--- src/rtl/codificador_sequencial_parametrizado.sv ---
// codificador_sequencial_parametrizado: debounced line encoder with valid/ready handshake and overrun flag
module codificador_sequencial_parametrizado #(
    parameter int N_ENTRADAS      = 7,
    parameter int LARGURA_CF      = $clog2(N_ENTRADAS + 1),
    parameter int CICLOS_ESTAVEL  = 4,
    parameter int MODO_PRIORIDADE = 0
) (
    input  logic                  clk,
    input  logic                  reset,
    input  logic [N_ENTRADAS-1:0] entrada,
    input  logic                  saida_pronta,
    input  logic                  limpa_erro,
    output logic [LARGURA_CF-1:0] codigo,
    output logic                  saida_valida,
    output logic                  erro_multiplo,
    output logic                  sobrescrita
);
    typedef enum logic {OCIOSO, VALIDO} estado_t;
    estado_t               estado;
    logic [N_ENTRADAS-1:0] amostra;
    logic [N_ENTRADAS-1:0] filtrado;
    logic [7:0]            contador;
    logic                  estavel;
    logic                  evento;
    logic                  multiplo;
    logic [LARGURA_CF-1:0] codigo_novo;
    int                    alto;

    // encode the held sample; the highest set index is the first line in priority order
    always_comb begin
        alto = 0;
        for (int i = 0; i < N_ENTRADAS; i++)
            if (amostra[i]) alto = i;
        multiplo    = $countones(amostra) > 1;
        estavel     = entrada == amostra;
        evento      = estavel && contador == 8'(CICLOS_ESTAVEL - 1) && amostra != filtrado;
        codigo_novo = (amostra == '0 || (multiplo && MODO_PRIORIDADE == 0)) ? '0 : LARGURA_CF'(N_ENTRADAS - alto);
    end

    // stability filter: count consecutive edges with an unchanged input, saturating at the target
    always_ff @(posedge clk) begin
        if (reset) begin
            amostra  <= '0;
            contador <= '0;
        end else begin
            amostra  <= entrada;
            contador <= !estavel ? 8'd0 : contador == 8'(CICLOS_ESTAVEL) ? contador : contador + 8'd1;
        end
    end

    // handshake FSM with registered result, overrun flag set-dominant over clear
    always_ff @(posedge clk) begin
        if (reset) begin
            estado        <= OCIOSO;
            filtrado      <= '0;
            codigo        <= '0;
            erro_multiplo <= 1'b0;
            saida_valida  <= 1'b0;
            sobrescrita   <= 1'b0;
        end else begin
            if (evento) begin
                estado        <= VALIDO;
                saida_valida  <= 1'b1;
                filtrado      <= amostra;
                codigo        <= codigo_novo;
                erro_multiplo <= multiplo;
            end else if (estado == VALIDO && saida_pronta) begin
                estado       <= OCIOSO;
                saida_valida <= 1'b0;
            end
            sobrescrita <= (evento && estado == VALIDO && !saida_pronta) || (sobrescrita && !limpa_erro);
        end
    end
endmodule

--- config.mk ---
export PLATFORM = sky130hd
export DESIGN_NAME = codificador_sequencial_parametrizado
export DESIGN_NICKNAME = d
export VERILOG_FILES = /design/src/rtl/codificador_sequencial_parametrizado.sv
export SDC_FILE = /design/constraint.sdc
export NUM_CORES = 1
export LEC_CHECK = 0
export ABC_CLOCK_PERIOD_IN_PS = 5900
export CORE_MARGIN = 3
export CORE_UTILIZATION = 59
export DETAILED_ROUTE_END_ITERATION = 10
export PLACE_DENSITY = 0.86
export SLEW_MARGIN = 40
export SYNTH_ARGS = -nofsm -noshare
export SYNTH_HDL_FRONTEND = slang
export SYNTH_SLANG_ARGS = --single-unit
--- constraint.sdc ---
create_clock -name clk -period 5.9 [get_ports clk]
set_clock_uncertainty 0.15 [all_clocks]
set_input_delay 1.18 -clock clk [delete_from_list [all_inputs] [get_ports clk]]
set_output_delay 1.18 -clock clk [all_outputs]
set_load 0.02 [all_outputs]
==> results.py, run 1 <==
metrics = {
    "run_status": {
        "outcome": "finished clean",
    },
    "sta": {
        "setup_tns_ps": 0,
        "final_hold_viol_count": 0,
        "worst_slack_ps": 2500,
        "drv_slew": 0,
        "min_period_ps": 3400,
        "tightest_slew_ps": 787,
        "clock.fmax_mhz": 294,
        "finalCritPeriodShare": 0.576,
        "whs_ps": 344,
        "rsz0062_at_grt": "false",
        "relSlewSlack": 0.470,
        "setup_viol": 0,
    },
    "detailed_routing": {
        "vias_per_cell": 5.74,
        "wl_per_cell_um": 14.1,
        "ant_nets": 0,
        "num_vias": 1143,
        "drtPass1Iterations": 4,
        "wl_um": 2800,
        "drtIter0Drc": 42,
        "drc": 0,
    },
    "floorplan": {
        "die_area_mm2": 0.00311,
        "initial_utilization": 0.643,
        "die_y_um": 55.8,
        "io_pins": 17,
        "rows": 17,
        "die_w_um": 55.8,
        "core_mm2": 0.00228,
    },
    "synth": {
        "yosys.area_share.simple": 0.217,
        "synth_area_per_cell_um2": 9.14,
        "synth_fp_nets": 178,
        "muxShareOfSynthArea": 0.0137,
        "netlist_instances": 160,
        "yosysWarnings": 0,
        "ys_ff_latch": 28,
        "synth.distinct_cells": 34,
        "synth_top_family_by_area": "simple AND/OR/NAND/NOR gates",
        "synth_adder_area_share": 0.0753,
        "ys_seq_area_frac": 0.383,
        "synth_compound_area_frac": 0.130,
        "synthXorXnorAreaFrac": 0.126,
        "syn_area_mm2": 0.00146,
    },
    "worst_setup_path": {
        "rrSetupSlack_ps": 2500,
        "path_max_fanout": 5,
        "path_cells": "inv_1, fa_1, fa_1, inv_1, ha_1, a21o_1, fa_1, nor4_1, o31ai_1, o21ai_0",
        "critPathMaxStageDelay_ps": 500,
        "critPathKind": "reg2reg",
        "cp-start-kind": "flop",
        "end_kind": "flop",
        "slowest_stage": "fa_1",
        "cp.required_ps": 6020,
        "crit_arrival_ps": 3520,
        "cpMostUsedCell": "fa_1",
        "r2r_cells": 10,
    },
    "global_route": {
        "grt_max_degree": 26,
        "first_global_vias": 1118,
        "grt_pass1_wl_um": 4980,
        "grt_usage": 0.199,
        "grt.overflow.total": 0,
        "antenna_found_initial": 0,
    },
    "finish": {
        "layout-drive-gt1-share": 0.0702,
        "final_cells": 199,
        "antenna_cells": 0,
        "area_growth_pct": 12.6,
        "finalNetCount": 190,
        "final_cell_mix": "dfxtp_1, clkdlybuf4s50_1, xor2_1",
        "final_common_cell": "dfxtp_1",
    },
    "hold_path": {
        "hp-class": "reg2reg",
        "whs_path_depth": 2,
    },
    "job": {
        "maxCapViolCount": 0,
    },
    "clocking": {
        "cts_max_path_buffers": 2,
        "cts_sinks": 28,
        "cts_buffers": 3,
        "cts_setup_buffers": 0,
        "ctsHoldBuffers": 0,
        "clk_latency_ps": 330,
        "cts_tree": "built",
        "path_clk_slew_ps": 140,
        "cts_max_level": 1,
        "ctsResizeCount": 0,
        "cts_root_buf": "clkbuf_4",
    },
    "placement": {
        "dp_slack_ps": 2490,
        "portBuffers": 16,
        "placedCellCount": 195,
        "dp_hpwl_um": 2100,
        "gp_congestion": 0.925,
    },
    "pwr": {
        "p_leak_nw": 0.629,
        "p_per_area_mw_per_mm2": 200,
        "ir_worst_vdd_v": 0.000165,
        "total_power_w": 0.000329,
    },
}
## final cells by class
cell class | instances | area [µm²]
tap | 28 | 35.0
sequential | 28 | 561
fill | 170 | 629
inverter | 10 | 37.5
timing repair buffer | 16 | 155
clock buffer | 4 | 36.3
multi-input combinational | 113 | 822
## sequential cells by signal (all words and copies together), names as in the netlist
register,count
contador,8
estado,1
erro_multiplo,1
filtrado,7
codigo,3
amostra,7
sobrescrita,1
## power breakdown
| part | switching (W) | internal, W | leakage [nW] | total (W) |
|---|---|---|---|---|
| clock network | 0.0000545 | 0.0000378 | 0.0210 | 0.0000923 |
| logic | 0.0000198 | 0.0000197 | 0.380 | 0.0000395 |
| registers | 0.00000515 | 0.000192 | 0.227 | 0.000197 |
| total | 0.0000794 | 0.000249 | 0.629 | 0.000329 |
## per-stage QoR
step / util / cell area (µm²)
floorplan: - / 1460
global placement: 0.710 / 1620
detailed placement: 0.710 / 1620
CTS: 0.726 / 1650
global route: 0.723 / 1650
finish: 0.723 / 1650
## final timing paths
path	start	end
max	amostra[1]$_SDFF_PP0_	codigo[1]$_SDFFE_PP0P_
max reg2reg	amostra[1]$_SDFF_PP0_	codigo[1]$_SDFFE_PP0P_
min reg2reg	codigo[0]$_SDFFE_PP0P_	codigo[0]$_SDFFE_PP0P_
min	codigo[0]$_SDFFE_PP0P_	codigo[0]$_SDFFE_PP0P_
## kinds of logic (layout without fill, tap and decap cells)
| group | Yosys count | count (layout) |
|---|---|---|
| AOI/OAI and AO/OA | 29 | 29 |
| xor gates and xnor gates | 21 | 21 |
| adders and majority gates | 7 | 7 |
| buffers and inverters | 19 | 30 |
| DFF | 28 | 28 |
| muxes | 2 | 2 |
| and+or+nand+nor | 54 | 54 |
## Yosys cell counts, drive strengths merged
library cell / number / area share
clkbuf: 7 / 0.018
nor4b: 1 / 0.016
a21o: 1 / 0.0051
or4: 1 / 0.0077
or3b: 1 / 0.0060
buf: 2 / 0.011
nand3: 12 / 0.041
and3: 2 / 0.0086
nor2: 10 / 0.026
nand2b: 3 / 0.013
or3: 1 / 0.0043
o21ai: 12 / 0.041
xor2: 13 / 0.078
o21bai: 1 / 0.0051
dfxtp: 28 / 0.38
o41a: 1 / 0.0086
xnor2: 8 / 0.048
nor4: 3 / 0.013
fa: 3 / 0.041
and4: 1 / 0.0060
nand2: 4 / 0.015
a21oi: 10 / 0.034
inv: 10 / 0.026
o31ai: 2 / 0.020
nand4: 2 / 0.0086
mux2i: 2 / 0.014
nor3: 4 / 0.014
nor2b: 9 / 0.038
o41ai: 1 / 0.011
ha: 4 / 0.034
a211oi: 1 / 0.0051
## per-layer routing
| layer | global-route usage | wire length [µm] | share of wire |
|---|---|---|---|
| met1 | 0.257 | 1200 | 0.43 |
| met2 | 0.329 | 1470 | 0.52 |
| met3 | 0.0325 | 103 | 0.037 |
| met4 | 0.0799 | 30 | 0.011 |
| met5 | 0 | 0 | 0 |
## worst max-delay path: cells and delay by family (launching register included)
kind                     cells  cell delay (ps)
adder cells (fa/ha/maj)      4             1720
AO/OA/AOI/OAI                3              490
flip-flops                   1              460
AND/OR/NAND/NOR              1              380
buffers and inverters        2              150
Note: power is estimated with default switching activity, not from simulation.
==> inputs of run 2 (changes only) <==
Settings changed: ABC_CLOCK_PERIOD_IN_PS 5900 to 3500, CORE_UTILIZATION 59 to 54, PLACE_DENSITY 0.86 to 0.8.
Clock period 5.9 ns to 3.5 ns, I/O delays scaled along.
==> run 2 against run 1 <==
Compared with the run above: critical path depth is the same; non-clock buffer count grew 2; worst setup slack lost 2300 ps; clock-buffer cell count shrank 1; first-iteration DRC count shrank 2.4%; via count grew 1.4%; critical endpoint unchanged.
==> results.py, run 2 (same netlist as run 1, synthesis figures left out) <==
metrics = {
    "clocking": {
        "cts_setup_buffers": 0,
        "clk_latency_ps": 320,
        "cts_root_buf": "clkbuf_4",
        "cts_tree": "built",
        "cts_sinks": 28,
        "path_clk_slew_ps": 140,
        "cts_max_level": 1,
        "cts_max_path_buffers": 2,
        "cts_buffers": 3,
    },
    "finish": {
        "finalNetCount": 192,
        "final_common_cell": "dfxtp_1",
        "final.fill_count": 223,
        "area_growth_pct": 14.6,
        "final_cell_mix": "dfxtp_1, clkdlybuf4s50_1, xor2_1",
        "largest_register": "contador",
        "layout-drive-gt1-share": 0.0930,
        "largest_reg_flops": 8,
        "antenna_cells": 0,
        "top_regs": "contador (8), amostra (7), filtrado (7)",
    },
    "floorplan": {
        "die_y_um": 58.0,
        "io_pins": 17,
        "rows": 18,
        "die_w_um": 58.0,
        "core_mm2": 0.00252,
        "die_area_mm2": 0.00337,
        "initial_utilization": 0.580,
    },
    "worst_setup_path": {
        "slowest_stage": "fa_1",
        "cp.required_ps": 3600,
        "cp-endpoint": "codigo[1]$_SDFFE_PP0P_",
        "cp.depth": 10,
        "cp-start-kind": "flop",
        "crit_family": "adder cells",
        "path_max_fanout": 4,
        "crit_buf_inv": 2,
        "rrSetupSlack_ps": 240,
        "critPathMaxStageDelay_ps": 490,
        "end_kind": "flop",
        "r2r-end": "codigo[1]$_SDFFE_PP0P_",
        "crit_arrival_ps": 3360,
        "cpMostUsedCell": "fa_1",
        "critPathKind": "reg2reg",
        "crit_start": "amostra[0]$_SDFF_PP0_",
        "path_cells": "inv_1, fa_1, fa_1, inv_1, ha_1, a21o_1, fa_1, nor4_2, o31ai_1, o21ai_0",
        "reg2reg_from": "amostra[0]$_SDFF_PP0_",
        "r2r_cells": 10,
    },
    "detailed_routing": {
        "wl_per_cell_um": 14.3,
        "drtIter0Drc": 41,
        "ant_nets": 0,
        "drc": 0,
        "vias_per_cell": 5.74,
        "wl_um": 2880,
        "num_vias": 1159,
        "drtPass1Iterations": 4,
    },
    "sta": {
        "setup_tns_ps": 0,
        "setup_viol": 0,
        "clock.fmax_mhz": 307,
        "drv_slew": 0,
        "whs_ps": 343,
        "final_hold_viol_count": 0,
        "tightest_slew_ps": 613,
        "rsz0062_at_grt": "false",
        "finalCritPeriodShare": 0.932,
        "min_period_ps": 3260,
        "relSlewSlack": 0.590,
    },
    "pwr": {
        "ir_worst_vdd_v": 0.000311,
        "p_leak_nw": 0.634,
        "p_per_area_mw_per_mm2": 319,
    },
    "global_route": {
        "grt_usage": 0.197,
        "antenna_found_initial": 0,
        "grt_max_degree": 16,
        "grt_pass1_wl_um": 5120,
        "grt.overflow.total": 0,
        "first_global_vias": 1169,
    },
    "hold_path": {
        "hp-class": "reg2reg",
    },
    "job": {
        "maxCapViolCount": 0,
    },
    "placement": {
        "gp_congestion": 0.803,
        "portBuffers": 16,
        "dp_hpwl_um": 2160,
    },
    "run_status": {
        "outcome": "finished clean",
    },
}
[run 2: metal layers]
layer	wire (µm)	vias up	global-route usage
met4	53	0	0.0662
met5	0	-	0
met2	1390	39	0.352
li1	-	569	-
met1	1270	543	0.233
met3	176	8	0.0423
[run 2: stage by stage]
step	worst slack, ps	cells	total power [W]	utilization	cell area, µm²
global placement	286	199	0.000403	0.647	1630
global route	21.8	202	0.000561	0.665	1680
finish	239	202	0.000535	0.665	1680
floorplan	278	160	0.000382	-	1460
CTS	63.4	202	0.000534	0.656	1660
detailed placement	102	199	0.000407	0.647	1630
[run 2: what timing repair did]
| action | in CTS | in global routing |
|---|---|---|
| resized for setup | 0 | 4 |
| setup endpoints to repair | 0 | 1 |
| hold buffers | 0 | 0 |
[run 2: how the worst min path moves through the flow]
stage                                  start                  endpoint  slack [ps]  cells after the start
floorplan           filtrado[1]$_SDFFE_PP0P_  filtrado[1]$_SDFFE_PP0P_         310                      2
global placement      codigo[0]$_SDFFE_PP0P_    codigo[0]$_SDFFE_PP0P_         310                      2
detailed placement    codigo[0]$_SDFFE_PP0P_    codigo[0]$_SDFFE_PP0P_         320                      2
CTS                   codigo[0]$_SDFFE_PP0P_    codigo[0]$_SDFFE_PP0P_         340                      2
global route          codigo[0]$_SDFFE_PP0P_    codigo[0]$_SDFFE_PP0P_         360                      2
finish                codigo[0]$_SDFFE_PP0P_    codigo[0]$_SDFFE_PP0P_         340                      2
[run 2: power breakdown]
part,internal [W],switching (W),total [W]
logic,0.0000360,0.0000359,0.0000720
registers,0.000324,0.00000862,0.000332
clock network,0.0000404,0.0000900,0.000130
total,0.000400,0.000135,0.000535
[run 2: layout make-up]
type                            count  area (µm²)  area share
Clock buffer                        3        22.5      0.0134
Inverter                           10        37.5      0.0224
Multi-Input combinational cell    113         840       0.501
Sequential cell                    28         564       0.337
Tap cell                           30        37.5      0.0224
Timing Repair Buffer               18         175       0.104
[run 2: worst reg2reg max path, cell delays in order, from the launching register on]
cell and delay (ps):
dfxtp_2 390, inv_1 80, fa_1 490, fa_1 490, inv_1 40, ha_1 270
a21o_1 190, fa_1 490, nor4_2 300, o31ai_1 120, o21ai_0 180
==> inputs of run 3 (changes only) <==
Settings changed: CORE_ASPECT_RATIO from default to 2, CTS_CLUSTER_DIAMETER from default to 60, PLACE_DENSITY 0.8 to 0.86.
==> run 3 against run 2 <==
Compared with the run above: final cell count fell by 0.99%; die area rose by 1.1%; critical endpoint unchanged; first-iteration DRC count fell by 29%; via count rose by 2.2%.
==> results.py, run 3 (same netlist as run 1, synthesis figures left out) <==
metrics = {
    "worst_setup_path": {
        "cpMostUsedCell": "fa_1",
        "rrSetupSlack_ps": 100,
        "critPathKind": "reg2reg",
        "slowest_stage": "fa_1",
        "cp.required_ps": 3560,
        "r2r-end": "codigo[1]$_SDFFE_PP0P_",
        "cp.depth": 10,
        "r2r_cells": 10,
        "path_max_fanout": 6,
        "end_kind": "flop",
        "path_cells": "inv_1, fa_1, fa_1, inv_1, ha_1, a21o_1, fa_1, nor4_2, o31ai_1, o21ai_0",
        "reg2reg_from": "amostra[3]$_SDFF_PP0_",
        "crit_buf_inv": 2,
        "cp-endpoint": "codigo[1]$_SDFFE_PP0P_",
        "cp-start-kind": "flop",
        "critPathMaxStageDelay_ps": 500,
        "crit_start": "amostra[3]$_SDFF_PP0_",
        "crit_family": "adder cells",
        "crit_arrival_ps": 3460,
    },
    "finish": {
        "largest_reg_flops": 8,
        "antenna_cells": 0,
        "layout-drive-gt1-share": 0.0756,
        "final_cells": 200,
        "final_common_cell": "dfxtp_1",
        "design_area_mm2": 0.00169,
        "finalNetCount": 192,
        "largest_register": "contador",
        "area_growth_pct": 15.5,
        "top_regs": "contador (8), amostra (7), filtrado (7)",
        "final_cell_mix": "dfxtp_1, clkdlybuf4s50_1, xor2_1",
    },
    "sta": {
        "setup_viol": 0,
        "relSlewSlack": 0.608,
        "tightest_slew_ps": 586,
        "drv_slew": 0,
        "finalCritPeriodShare": 0.971,
        "clock.fmax_mhz": 294,
        "min_period_ps": 3400,
        "final_hold_viol_count": 0,
        "setup_tns_ps": 0,
    },
    "pwr": {
        "p_per_area_mw_per_mm2": 346,
        "ir_worst_vdd_v": 0.000315,
        "total_power_w": 0.000585,
        "p_leak_nw": 0.642,
    },
    "clocking": {
        "cts_root_buf": "clkbuf_8",
        "cts_tree": "built",
        "path_clk_slew_ps": 90,
        "cts_buffers": 3,
        "cts_setup_buffers": 0,
        "clk_latency_ps": 270,
        "cts_max_path_buffers": 2,
        "cts_sinks": 28,
        "cts_max_level": 1,
    },
    "global_route": {
        "grt_usage": 0.211,
        "grt.overflow.total": 0,
        "grt_pass1_wl_um": 5510,
        "first_global_vias": 1235,
        "antenna_found_initial": 0,
        "grt_max_degree": 15,
    },
    "floorplan": {
        "rows": 26,
        "io_pins": 17,
        "die_w_um": 42.8,
        "die_y_um": 79.6,
        "die_area_mm2": 0.00341,
        "initial_utilization": 0.569,
        "core_mm2": 0.00257,
    },
    "placement": {
        "placedCellCount": 197,
        "gp_congestion": 0.971,
        "portBuffers": 16,
        "dp_hpwl_um": 2410,
        "placed_cell_area_mm2": 0.00163,
    },
    "detailed_routing": {
        "drtIter0Drc": 29,
        "drc": 0,
        "num_vias": 1184,
        "ant_nets": 0,
        "drtPass1Iterations": 4,
        "vias_per_cell": 5.92,
        "wl_per_cell_um": 16.5,
        "wl_um": 3310,
    },
    "job": {
        "maxCapViolCount": 0,
    },
    "hold_path": {
        "hp-class": "reg2reg",
    },
    "run_status": {
        "outcome": "finished clean",
    },
}
run 3: cell types whose count changed in the layout (fill, tap and decap cells not counted):
cell,previous run,this run
clkbuf_4,3,0
clkbuf_8,0,3
dfxtp_1,25,28
dfxtp_2,3,0
run 3: metrics by stage:
stage	hold WS, ps	setup slack [ps]	utilization
CTS	343	109	0.650
floorplan	311	278	-
finish	340	100	0.657
global placement	313	309	0.634
global route	373	-26.0	0.657
detailed placement	328	142	0.634
run 3: layout make-up:
cell class / count / area [µm²]
clock buffers: 3 / 41.3
fillers: 226 / 881
inverters: 10 / 37.5
multi-input cells: 113 / 840
flip-flops and latches: 28 / 561
well taps: 28 / 35.0
repair buffers: 18 / 175
run 3: what timing repair did:
item,CTS,global route
endpoints found under the setup margin,0,2
hold buffers,0,0
endpoints found under the hold margin,0,0
resized for setup,0,1
run 3: report_power, final:
part / switching [W] / leakage (nW) / total [W] / internal (W)
combinational: 0.0000406 / 0.393 / 0.0000777 / 0.0000371
sequential: 0.00000769 / 0.227 / 0.000330 / 0.000323
clock: 0.0000992 / 0.0216 / 0.000177 / 0.0000774
total: 0.000147 / 0.642 / 0.000585 / 0.000437
run 3: routing by layer:
metal,routed length [µm],track usage,vias to the layer above
met5,0,0,-
met4,129,0.0935,0
met3,145,0.0384,15
met2,1850,0.401,39
met1,1180,0.210,562
li1,-,-,568
run 3: worst min-delay path by stage:
stage | start | end | cells past startpoint
2_1_floorplan | filtrado[1]$_SDFFE_PP0P_ | filtrado[1]$_SDFFE_PP0P_ | 2
3_3_place_gp | codigo[0]$_SDFFE_PP0P_ | codigo[0]$_SDFFE_PP0P_ | 2
3_5_place_dp | codigo[0]$_SDFFE_PP0P_ | codigo[0]$_SDFFE_PP0P_ | 2
4_1_cts | codigo[0]$_SDFFE_PP0P_ | codigo[0]$_SDFFE_PP0P_ | 2
5_1_grt | filtrado[5]$_SDFFE_PP0P_ | filtrado[5]$_SDFFE_PP0P_ | 2
6_report | codigo[0]$_SDFFE_PP0P_ | codigo[0]$_SDFFE_PP0P_ | 2
run 3: worst register-to-register path: cells and delay by family (launching register included):
kind / cells / cell delay [ps]
buf+inv: 2 / 160
fa+ha+maj: 4 / 1740
flops: 1 / 450
simple gates: 1 / 350
compound gates: 3 / 480
